### src/rtl/sprite_motion_pkg.sv
// Shared types and defaults for the sprite motion controller.
// Direction codes are two's complement so -1/0/+1 read naturally in waves.
package sprite_motion_pkg;

  typedef enum logic [1:0] {
    IDLE   = 2'd0,
    RAMP   = 2'd1,
    CRUISE = 2'd2
  } axis_state_e;

  typedef enum logic [1:0] {
    DIR_NONE = 2'b00,
    DIR_POS  = 2'b01,
    DIR_NEG  = 2'b11
  } dir_e;

  localparam int DEF_SCREEN_W = 640;
  localparam int DEF_SCREEN_H = 480;
  localparam int DEF_SPRITE_W = 32;
  localparam int DEF_SPRITE_H = 32;
  localparam int DEF_COORD_W  = 10;

  // Both buttons held cancel out; neither side has priority.
  function automatic dir_e decode_dir(input logic neg, input logic pos);
    case ({neg, pos})
      2'b01:   return DIR_POS;
      2'b10:   return DIR_NEG;
      default: return DIR_NONE;
    endcase
  endfunction

endpackage

### src/rtl/sprite_motion_controller_if.sv
// Button inputs and sprite position/status outputs between the controller
// (slave) and whatever drives the buttons and reads the position (master).
interface sprite_motion_controller_if #(
  parameter int COORD_W = 10
);
  logic               btn_left;
  logic               btn_right;
  logic               btn_up;
  logic               btn_down;
  logic               freeze;
  logic [COORD_W-1:0] sprite_x;
  logic [COORD_W-1:0] sprite_y;
  logic               moving;
  logic [3:0]         at_edge;
  logic               tick;

  modport master (
    output btn_left, btn_right, btn_up, btn_down, freeze,
    input  sprite_x, sprite_y, moving, at_edge, tick
  );

  modport slave (
    input  btn_left, btn_right, btn_up, btn_down, freeze,
    output sprite_x, sprite_y, moving, at_edge, tick
  );
endinterface

### src/rtl/sprite_motion_controller_axis.sv
// One axis of sprite motion: IDLE/RAMP/CRUISE speed FSM plus the
// clamp-or-wrap position register. Only acts on unfrozen tick cycles.
module sprite_axis_mover
  import sprite_motion_pkg::*;
#(
  parameter int MAX         = 608,
  parameter int COORD_W     = 10,
  parameter int STEP_MAX    = 4,
  parameter int ACCEL_TICKS = 16,
  parameter int INIT        = 304,
  parameter int WRAP_EN     = 0
) (
  input  logic               clk25,
  input  logic               rst,
  input  logic               tick_i,
  input  logic               freeze_i,
  input  logic               neg_i,
  input  logic               pos_i,
  output logic [COORD_W-1:0] pos_o,
  output logic               moving_o,
  output logic               at_min_o,
  output logic               at_max_o
);

  localparam int                CW        = COORD_W + 1;
  localparam int                HW        = $clog2(ACCEL_TICKS + 1);
  localparam logic [CW-1:0]     MAX_W     = CW'(MAX);
  localparam logic [CW-1:0]     SPAN_W    = CW'(MAX + 1);
  localparam logic [3:0]        STEP_LIM  = 4'(STEP_MAX);
  localparam logic [HW-1:0]     HOLD_LAST = HW'(ACCEL_TICKS - 1);

  axis_state_e        state_q, state_d;
  dir_e               dir_q, dir_d, dir_req;
  logic [3:0]         step_q, step_d, amt;
  logic [HW-1:0]      hold_q, hold_d;
  logic [COORD_W-1:0] pos_q, pos_d;
  logic [CW-1:0]      pos_w, amt_w, up_w;

  assign dir_req = decode_dir(neg_i, pos_i);

  always_ff @(posedge clk25) begin
    if (rst) begin
      state_q <= IDLE;
      dir_q   <= DIR_NONE;
      step_q  <= 4'd1;
      hold_q  <= '0;
      pos_q   <= COORD_W'(INIT);
    end else begin
      state_q <= state_d;
      dir_q   <= dir_d;
      step_q  <= step_d;
      hold_q  <= hold_d;
      pos_q   <= pos_d;
    end
  end

  // hold counts moves already made at the current step; the first move out
  // of IDLE counts, so every step value lasts ACCEL_TICKS ticks.
  always_comb begin : next_state
    state_d = state_q;
    dir_d   = dir_q;
    step_d  = step_q;
    hold_d  = hold_q;
    amt     = '0;
    if (tick_i && !freeze_i) begin
      if (dir_req == DIR_NONE) begin
        state_d = IDLE;
        dir_d   = DIR_NONE;
        step_d  = 4'd1;
        hold_d  = '0;
      end else if (state_q == IDLE || dir_req != dir_q) begin
        state_d = RAMP;
        dir_d   = dir_req;
        step_d  = 4'd1;
        hold_d  = HW'(1);
        amt     = 4'd1;
      end else if (state_q == RAMP) begin
        amt = step_q;
        if (step_q >= STEP_LIM) begin
          state_d = CRUISE;
        end else if (hold_q >= HOLD_LAST) begin
          step_d = step_q + 4'd1;
          hold_d = '0;
          if (step_q + 4'd1 >= STEP_LIM) state_d = CRUISE;
        end else begin
          hold_d = hold_q + HW'(1);
        end
      end else begin
        amt = STEP_LIM;
      end
    end
  end

  // One extra bit exposes underflow/overflow before clamping or wrapping.
  always_comb begin : datapath
    pos_w = {1'b0, pos_q};
    amt_w = CW'(amt);
    up_w  = pos_w + amt_w;
    pos_d = pos_q;
    if (amt != 4'd0) begin
      if (dir_d == DIR_NEG) begin
        if (amt_w > pos_w) begin
          if (WRAP_EN != 0) pos_d = COORD_W'(pos_w + SPAN_W - amt_w);
          else              pos_d = '0;
        end else begin
          pos_d = pos_q - COORD_W'(amt);
        end
      end else begin
        if (up_w > MAX_W) begin
          if (WRAP_EN != 0) pos_d = COORD_W'(up_w - SPAN_W);
          else              pos_d = COORD_W'(MAX_W);
        end else begin
          pos_d = COORD_W'(up_w);
        end
      end
    end
  end

  always_comb begin : outputs
    pos_o    = pos_q;
    moving_o = (state_q != IDLE);
    at_min_o = (pos_q == '0);
    at_max_o = ({1'b0, pos_q} == MAX_W);
  end

endmodule

### src/rtl/sprite_motion_controller.sv
// Two-axis sprite position controller: free-running movement tick, one
// axis mover per coordinate, and edge/motion status packing.
module sprite_motion_controller
  import sprite_motion_pkg::*;
#(
  parameter int SCREEN_W    = DEF_SCREEN_W,
  parameter int SCREEN_H    = DEF_SCREEN_H,
  parameter int SPRITE_W    = DEF_SPRITE_W,
  parameter int SPRITE_H    = DEF_SPRITE_H,
  parameter int COORD_W     = DEF_COORD_W,
  parameter int TICK_DIV    = 131072,
  parameter int STEP_MAX    = 4,
  parameter int ACCEL_TICKS = 16,
  parameter int X_INIT      = 304,
  parameter int Y_INIT      = 224,
  parameter int WRAP_EN     = 0
) (
  input logic                     clk25,
  input logic                     rst,
  sprite_motion_controller_if.slave bus
);

  localparam int            TW        = (TICK_DIV > 1) ? $clog2(TICK_DIV) : 1;
  localparam logic [TW-1:0] TICK_LAST = TW'(TICK_DIV - 1);

  logic [TW-1:0]      cnt_q, cnt_d;
  logic               tick;
  logic [COORD_W-1:0] x_pos, y_pos;
  logic               x_mov, y_mov, x_min, x_max, y_min, y_max;

  // The tick counter keeps running through freeze.
  always_comb cnt_d = (cnt_q == TICK_LAST) ? '0 : cnt_q + TW'(1);

  always_ff @(posedge clk25) begin
    if (rst) cnt_q <= '0;
    else     cnt_q <= cnt_d;
  end

  assign tick = (cnt_q == TICK_LAST);

  sprite_axis_mover #(
    .MAX(SCREEN_W - SPRITE_W), .COORD_W(COORD_W), .STEP_MAX(STEP_MAX),
    .ACCEL_TICKS(ACCEL_TICKS), .INIT(X_INIT), .WRAP_EN(WRAP_EN)
  ) u_x (
    .clk25(clk25), .rst(rst), .tick_i(tick), .freeze_i(bus.freeze),
    .neg_i(bus.btn_left), .pos_i(bus.btn_right),
    .pos_o(x_pos), .moving_o(x_mov), .at_min_o(x_min), .at_max_o(x_max)
  );

  sprite_axis_mover #(
    .MAX(SCREEN_H - SPRITE_H), .COORD_W(COORD_W), .STEP_MAX(STEP_MAX),
    .ACCEL_TICKS(ACCEL_TICKS), .INIT(Y_INIT), .WRAP_EN(WRAP_EN)
  ) u_y (
    .clk25(clk25), .rst(rst), .tick_i(tick), .freeze_i(bus.freeze),
    .neg_i(bus.btn_up), .pos_i(bus.btn_down),
    .pos_o(y_pos), .moving_o(y_mov), .at_min_o(y_min), .at_max_o(y_max)
  );

  assign bus.sprite_x = x_pos;
  assign bus.sprite_y = y_pos;
  assign bus.moving   = x_mov | y_mov;
  assign bus.at_edge  = {x_max, x_min, y_max, y_min};
  assign bus.tick     = tick;

endmodule

### src/flat_wrapper.sv
// flat-port wrapper written by rule: the top's interface ports become plain ports
module sprite_motion_controller_flat import sprite_motion_pkg::*;
#(
  parameter int SCREEN_W    = DEF_SCREEN_W,
  parameter int SCREEN_H    = DEF_SCREEN_H,
  parameter int SPRITE_W    = DEF_SPRITE_W,
  parameter int SPRITE_H    = DEF_SPRITE_H,
  parameter int COORD_W     = DEF_COORD_W,
  parameter int TICK_DIV    = 131072,
  parameter int STEP_MAX    = 4,
  parameter int ACCEL_TICKS = 16,
  parameter int X_INIT      = 304,
  parameter int Y_INIT      = 224,
  parameter int WRAP_EN     = 0
)
  (clk25, rst, bus_btn_left, bus_btn_right, bus_btn_up, bus_btn_down, bus_freeze, bus_sprite_x, bus_sprite_y, bus_moving, bus_at_edge, bus_tick);
  sprite_motion_controller_if #(.COORD_W(COORD_W)) bus_i ();
  input logic clk25;
  input logic rst;
  input wire logic [$bits(bus_i.btn_left)-1:0] bus_btn_left;
  input wire logic [$bits(bus_i.btn_right)-1:0] bus_btn_right;
  input wire logic [$bits(bus_i.btn_up)-1:0] bus_btn_up;
  input wire logic [$bits(bus_i.btn_down)-1:0] bus_btn_down;
  input wire logic [$bits(bus_i.freeze)-1:0] bus_freeze;
  output wire logic [$bits(bus_i.sprite_x)-1:0] bus_sprite_x;
  output wire logic [$bits(bus_i.sprite_y)-1:0] bus_sprite_y;
  output wire logic [$bits(bus_i.moving)-1:0] bus_moving;
  output wire logic [$bits(bus_i.at_edge)-1:0] bus_at_edge;
  output wire logic [$bits(bus_i.tick)-1:0] bus_tick;
  assign bus_i.btn_left = bus_btn_left;
  assign bus_i.btn_right = bus_btn_right;
  assign bus_i.btn_up = bus_btn_up;
  assign bus_i.btn_down = bus_btn_down;
  assign bus_i.freeze = bus_freeze;
  assign bus_sprite_x = bus_i.sprite_x;
  assign bus_sprite_y = bus_i.sprite_y;
  assign bus_moving = bus_i.moving;
  assign bus_at_edge = bus_i.at_edge;
  assign bus_tick = bus_i.tick;
  sprite_motion_controller #(.SCREEN_W(SCREEN_W), .SCREEN_H(SCREEN_H), .SPRITE_W(SPRITE_W), .SPRITE_H(SPRITE_H), .COORD_W(COORD_W), .TICK_DIV(TICK_DIV), .STEP_MAX(STEP_MAX), .ACCEL_TICKS(ACCEL_TICKS), .X_INIT(X_INIT), .Y_INIT(Y_INIT), .WRAP_EN(WRAP_EN)) u_core (.clk25(clk25), .rst(rst), .bus(bus_i));
endmodule
### config.mk
export PLATFORM = sky130hd
export DESIGN_NAME = sprite_motion_controller_flat
export DESIGN_NICKNAME = d
export VERILOG_FILES = /design/src/rtl/sprite_motion_pkg.sv /design/src/rtl/sprite_motion_controller_if.sv /design/src/rtl/sprite_motion_controller_axis.sv /design/src/rtl/sprite_motion_controller.sv /design/src/flat_wrapper.sv
export SDC_FILE = /design/constraint.sdc
export NUM_CORES = 1
export LEC_CHECK = 0
export CORE_MARGIN = 2
export CORE_UTILIZATION = 64
export CTS_CLUSTER_DIAMETER = 30
export CTS_CLUSTER_SIZE = 40
export DETAILED_ROUTE_END_ITERATION = 12
export GPL_TIMING_DRIVEN = 1
export PLACE_DENSITY = 0.84
export SKIP_LAST_GASP = 1
export SYNTH_ARGS = -nofsm -noshare
export SYNTH_HDL_FRONTEND = slang
export SYNTH_SLANG_ARGS = --single-unit
### constraint.sdc
create_clock -name clk25 -period 8.5 [get_ports clk25]
set_clock_uncertainty 0.1 [all_clocks]
set_input_delay 1.7 -clock clk25 [delete_from_list [all_inputs] [get_ports clk25]]
set_output_delay 1.7 -clock clk25 [all_outputs]
set_load 0.02 [all_outputs]
==> impl_metrics.csv, run 1 <==
group,metric,value,unit
min_path,holdPathStages,1,
clock_tree,clk_latency,360,ps
global_routing,grt-ovfl-total,0,
clock_tree,ctsHtreeMaxLevel,3,
layout,antennaDiodeCount,0,
clock_tree,ctsHoldBuffers,0,
clock_tree,cts_buffer_depth,2,
pwr,power_density,115,nW/um^2
min_path,hold_path.class,"reg -> reg",
status,status,"finished, final reports clean",
sta,fmax,174,MHz
logic_synthesis,synth_nets,642,
route,wl_per_cell,15.9,um
route,drc,0,
job,maxCapViolCount,0,
die,die_area,7880,sq um
pwr,p_leak,1.89,nW
setup_path,reg2reg_depth,21,
die,start_util,67.0,%
sta,setup_viol,0,
route,via_per_inst,6.28,
sta,fin_crit_sh,67.6,%
die,coreArea,6870,sq um
clock_tree,post_cts_resized,0,
setup_path,critPathLaunchType,"input port",
layout,regArea,1260,sq um
sta,final_max_slew_viol_count,0,
layout,area_growth,10.3,%
clock_tree,root_buffer,"clkbuf_8",
logic_synthesis,ys_warn_count,0,
route,drt_iter0_markers,346,
global_routing,grt_pass1_wl,18500,um
sta,rsz0062_at_grt,"false",
logic_synthesis,async_flop_share,0,%
die,num_rows,30,
layout,fin_nets,652,
clock_tree,cts_sinks,63,
setup_path,worst_setup_path_end_kind,"flop",
layout,drive_above_1_share,6.29,%
layout,utilization,73.9,%
logic_synthesis,synthCells,605,
place,io_buffers,32,
logic_synthesis,syn_avg_cell_area,7.61,sq um
route,vias,4493,
logic_synthesis,ys_ff_latch,63,
setup_path,cp.required,8650,ps
sta,hold_violations,0,
setup_path,arrival,5890,ps
route,totalWireLength,11400,um
clock_tree,numCtsBuffers,9,
clock_tree,cts_tree,"built",
global_routing,grt_pass1_vias,4052,
layout,n_fill_cell,514,
die,die_x,88.8,um
layout,multi_input_area,3020,sq um
setup_path,worst-path-max-fanout,9,
setup_path,crit_type,"in -> reg",
sta,setup_tns,0,ps
clock_tree,cts_setup_buffers,0,
place,place_hpwl,7960,um
logic_synthesis,synth_edf_count,0,
clock_tree,clk_pin_slew,80,ps
route,first_pass_iters,5,
logic_synthesis,ys_seq_area_share,27.4,%
place,place_congestion,0.936,
die,die_y,88.8,um
logic_synthesis,synthFlopType,"dfxtp_1",
global_routing,grt_start_max_net_pins,36,
route,ant_nets,0,
logic_synthesis,syn-cell-area,4600,sq um
sta,tightest_slew,925,ps
global_routing,grt.total_usage,29.7,%
global_routing,antenna_found_initial,0,
pwr,ir_drop,0.109,mV
sta,maxSlewHeadroom,37.8,%
sta,layout_min_cycle_time,5750,ps
die,ios,33,
logic_synthesis,synthDistinctLibCells,70,
-- final cells by class --
class                   instances  area share, %
multi-input cells             469           59.5
flip-flops and latches         63           24.8
repair buffers                 34           6.61
inverters                      38           2.81
clock buffers                   9           2.44
well taps                      96           2.37
clock inverters                 7           1.43
-- kinds of logic after synthesis --
group                    count (synthesis)  share of synthesized area (%)
XOR/XNOR                                27                           5.14
buffers and inverters                   73                           6.96
AND/OR/NAND/NOR                        253                           27.4
AO/OA/AOI/OAI                          152                           22.8
flip-flops                              63                           27.4
adder cells (fa/ha/maj)                 30                           8.81
multiplexers                             7                           1.55
-- critical path, cell delays in order --
cell and delay (ps):
clkdlybuf4s50_1 460, inv_1 40, ha_1 370, or4b_1 690, nor2_1 160, nand3_1 150
ha_1 450, o21a_1 240, a21boi_1 290, nand3_1 220, xnor2_1 190, a211oi_2 490
a21oi_1 140, o32a_1 320
-- placed cells by master, fill, tap and decap left out, types with 3 or more instances in the layout --
cell,instances
nor2_1,75
dfxtp_1,63
a21oi_1,50
nand2_1,47
inv_1,38
clkdlybuf4s50_1,32
nand3_1,30
ha_1,26
nor3_1,23
o21ai_0,23
xor2_1,16
nand2b_1,12
xnor2_1,11
and3_1,11
clkbuf_8,9
or3_1,8
a211oi_1,8
a21o_1,8
o211ai_1,7
nand4_1,7
nor2b_1,6
a31oi_1,6
mux2i_1,6
nor4_1,5
or2_2,5
o21ai_1,4
nor3b_1,4
a311oi_1,4
a221oi_1,4
fa_1,4
or4_1,3
and2_1,3
o31a_1,3
a2111oi_2,3
o21a_1,3
-- metrics by stage --
step | setup WS, ps | instances | hold WS (ps) | power (mW) | cell area, sq um
finish | 2750 | 716 | 352 | 0.582 | 5080
global route | 2480 | 716 | 410 | 0.600 | 5080
CTS | 2810 | 716 | 354 | 0.584 | 5080
detailed placement | 2450 | 700 | 342 | 0.323 | 4880
global placement | 2510 | 700 | 326 | 0.322 | 4880
floorplan | 3320 | 605 | 313 | 0.316 | 4600
-- routing by layer --
layer,track usage [%],wire (um),vias up
met2,49.0,5290,211
met3,5.13,895,34
li1,-,-,2175
met1,38.5,4930,2073
met4,11.8,267,0
met5,0,0,-
-- power breakdown --
group	internal, mW	switching, mW
logic	0.00707	0.0117
clock network	0.136	0.131
registers	0.296	0.00113
-- registers in the layout (all words and copies together) (netlist names) --
name / cells
u_core.u_y.step_q: 4
u_core.u_x.hold_q: 5
u_core.u_y.pos_o: 10
u_core.u_x.step_q: 4
u_core.u_y.hold_q: 5
u_core.u_y.dir_q: 2
u_core.cnt_q: 17
u_core.u_x.state_q: 2
u_core.u_x.pos_o: 10
u_core.u_y.state_q: 2
u_core.u_x.dir_q: 2
-- cells in the mapped netlist, types with 5 or more instances --
master	number	share of area [%]
nand3_1	30	3.3
buf_4	5	0.82
clkbuf_1	17	1.4
a211oi_1	8	1.3
a21o_1	8	1.3
nor4_1	5	0.68
nand2b_1	12	1.6
ha_1	26	7.1
o211ai_1	7	1.1
mux2i_1	6	1.3
a31oi_1	6	0.82
xnor2_1	11	2.1
nor3_1	23	2.5
a21oi_1	50	5.4
inv_1	38	3.1
buf_2	9	0.98
or2_2	5	0.68
or3_1	8	1.1
nor2b_1	6	0.82
nand2_1	47	3.8
dfxtp_1	63	27
nor2_1	75	6.1
and3_1	11	1.5
o21ai_0	23	2.5
xor2_1	16	3.0
nand4_1	7	0.95
-- path summary, 6_finish.rpt --
kind,startpoint,slack (ps),end
worst max-delay path,bus_btn_down,2750,u_core.u_y.pos_o[7]
worst min-delay path,u_core.cnt_q[0],350,u_core.cnt_q[0]
worst max register to register,u_core.cnt_q[3],3100,u_core.u_y.pos_o[7]
worst min register to register,u_core.cnt_q[0],350,u_core.cnt_q[0]
No activity file was read; power rests on OpenSTA's default activity.
==> run 2: changes to the inputs <==
--- a/config.mk
+++ b/config.mk
@@ -6,12 +6,12 @@
 export NUM_CORES = 1
 export LEC_CHECK = 0
 export CORE_MARGIN = 2
-export CORE_UTILIZATION = 64
+export CORE_UTILIZATION = 60
 export CTS_CLUSTER_DIAMETER = 30
 export CTS_CLUSTER_SIZE = 40
 export DETAILED_ROUTE_END_ITERATION = 12
 export GPL_TIMING_DRIVEN = 1
-export PLACE_DENSITY = 0.84
+export PLACE_DENSITY = 0.79
 export SKIP_LAST_GASP = 1
 export SYNTH_ARGS = -nofsm -noshare
 export SYNTH_HDL_FRONTEND = slang
==> constraint.sdc (replaced) <==
create_clock -name clk25 -period 5.6 [get_ports clk25]
set_clock_uncertainty 0.1 [all_clocks]
set_input_delay 1.12 -clock clk25 [delete_from_list [all_inputs] [get_ports clk25]]
set_output_delay 1.12 -clock clk25 [all_outputs]
set_load 0.02 [all_outputs]
==> run 2 against run 1 <==
  * Via count fell by 0.16%
  * Clock power is 74% higher
  * Die area up 6.4%
  * Routed wire length decreased by 2.1%
  * Flip-flop and latch count stayed put
  * Highest routed layer unchanged
  * Setup slack got worse by 2400 ps
  * Largest cell class unchanged
  * Design area increased by 1.4%
  * Worst hold slack worse by 7.9 ps
==> impl_metrics.csv, run 2 (synthesis gave the netlist of run 1 again) <==
group,metric,value,unit
status,status,"finished, final reports clean",
route,via_per_inst,6.21,
die,die_x,91.6,um
clock_tree,numCtsBuffers,9,
layout,antennaDiodeCount,0,
min_path,hold_path.class,"reg -> reg",
layout,final_common_cell,"nor2_1",
die,die_y,91.6,um
layout,drive_above_1_share,6.74,%
route,drc,0,
sta,setup_tns,0,ps
route,drt_iter0_markers,411,
min_path,holdPathStages,1,
clock_tree,root_buffer,"clkbuf_8",
global_routing,grt_start_max_net_pins,36,
clock_tree,ctsHtreeMaxLevel,3,
setup_path,worst-path-max-fanout,8,
route,totalWireLength,11100,um
route,vias,4486,
global_routing,antenna_found_initial,0,
route,first_pass_iters,5,
sta,hold_violations,0,
setup_path,reg2reg_depth,21,
pwr,power_density,183,nW/um^2
min_path,hold_start,"u_core.cnt_q[0]",
layout,final_cell_mix,"75 x nor2_1, 63 x dfxtp_1, 50 x a21oi_1, 47 x nand2_1, 38 x inv_1",
global_routing,grt.total_usage,28.3,%
route,ant_nets,0,
place,place_ws,253,ps
route,wl_per_cell,15.4,um
pwr,p_leak,1.92,nW
setup_path,r2r-end,"u_core.u_y.pos_o[7]",
die,start_util,62.8,%
global_routing,grt_pass1_wl,19600,um
setup_path,rr_startpoint,"u_core.cnt_q[3]",
setup_path,crit_type,"reg -> reg",
global_routing,grt_pass1_vias,4157,
die,num_rows,31,
place,place_hpwl,8100,um
sta,final_max_slew_viol_count,0,
die,coreArea,7330,sq um
sta,setup_viol,0,
setup_path,cp.required,5740,ps
sta,setup_ws,380,ps
setup_path,critPathLaunchType,"flop",
clock_tree,clk_pin_slew,70,ps
clock_tree,cts_buffer_depth,2,
layout,largest_reg_flops,17,
clock_tree,cts_sinks,63,
die,die_area,8390,sq um
clock_tree,clk_latency,350,ps
clock_tree,cts_tree,"built",
global_routing,grt-ovfl-total,0,
job,maxCapViolCount,0,
sta,fmax,192,MHz
min_path,hold_end,"u_core.cnt_q[0]",
pwr,ir_drop,0.167,mV
die,ios,33,
sta,layout_min_cycle_time,5220,ps
place,io_buffers,32,
setup_path,worst_setup_path_end_kind,"flop",
setup_path,rrSetupSlack,380,ps
setup_path,arrival,5350,ps
sta,whs,344,ps
layout,fin_nets,655,
layout,area_growth,11.8,%
sta,tightest_slew,879,ps
layout,regMostFlops,"u_core.cnt_q",
clock_tree,ctsHoldBuffers,0,
sta,fin_crit_sh,93.2,%
place,place_congestion,0.939,
sta,maxSlewHeadroom,40.9,%
[run 2: cell count changes in the layout (fill, tap and decap cells not counted)]
cell / delta
a211oi_4: +1
buf_4: +3
clkinv_4: +2
clkinv_2: -2
clkinvlp_4: -1
bufinv_16: +1
clkbuf_8: +1
inv_6: -1
a211oi_2: -1
[run 2: layout make-up]
class / count / area (sq um)
Fill cell: 613 / 2190
Timing Repair Buffer: 37 / 358
Inverter: 38 / 143
Clock buffer: 10 / 138
Tap cell: 99 / 124
Sequential cell: 63 / 1260
Multi-Input combinational cell: 469 / 3030
Clock inverter: 6 / 93.8
[run 2: how the worst max path moves through the flow]
stage,from,to,slack [ps],depth (start not counted)
floorplan,bus_btn_down,u_core.u_y.pos_o[7],1000,15
global placement,bus_btn_down,u_core.u_y.pos_o[7],360,16
detailed placement,bus_btn_down,u_core.u_y.pos_o[7],250,16
CTS,u_core.cnt_q[3],u_core.u_y.pos_o[7],420,21
global route,u_core.cnt_q[3],u_core.u_y.pos_o[7],-20,21
finish,u_core.cnt_q[3],u_core.u_y.pos_o[7],380,21
[run 2: routing by layer]
layer  global-route usage (%)  wire, um  vias up  share of wire, %
li1                         -         -     2182                 -
met1                     36.6      4860     2096                44
met2                     46.8      5210      183                47
met3                     4.65       804       25               7.2
met4                     11.2       269        0               2.4
met5                        0         0        -                 0
[run 2: metrics by stage]
| step | util, % | std cells | power (mW) | cell area, sq um |
|---|---|---|---|---|
| floorplan | - | 605 | 0.480 | 4600 |
| global placement | 66.9 | 706 | 0.488 | 4910 |
| detailed placement | 66.9 | 706 | 0.489 | 4910 |
| CTS | 70.1 | 722 | 0.949 | 5140 |
| global route | 70.2 | 722 | 0.968 | 5140 |
| finish | 70.2 | 722 | 0.942 | 5140 |
[run 2: critical path, cell delays in order, from the launching register on]
cell,delay [ps]
dfxtp_1,400
and3_1,200
and3_1,210
nand3_1,120
nor2_1,210
and4_1,240
nand3_1,120
nor2_1,130
ha_1,210
nand2b_1,230
nor2_1,240
and4_1,330
inv_1,110
ha_1,300
nor2b_1,60
or2_2,260
a21oi_1,360
xnor2_1,180
nand4_1,210
a211oi_4,450
a21oi_1,130
o32a_1,310
[run 2: repair_timing]
action                                  in CTS  in global routing
endpoints found under the setup margin       0                  3
resized for setup                            0                  1
setup buffers                                0                  0
[run 2: power by group]
group,total (mW),switching (mW),leakage (nW),internal [mW]
sequential,0.451,0.00168,0.508,0.449
combinational,0.0275,0.0170,1.30,0.0106
clock,0.463,0.198,0.113,0.265
total,0.942,0.217,1.92,0.725
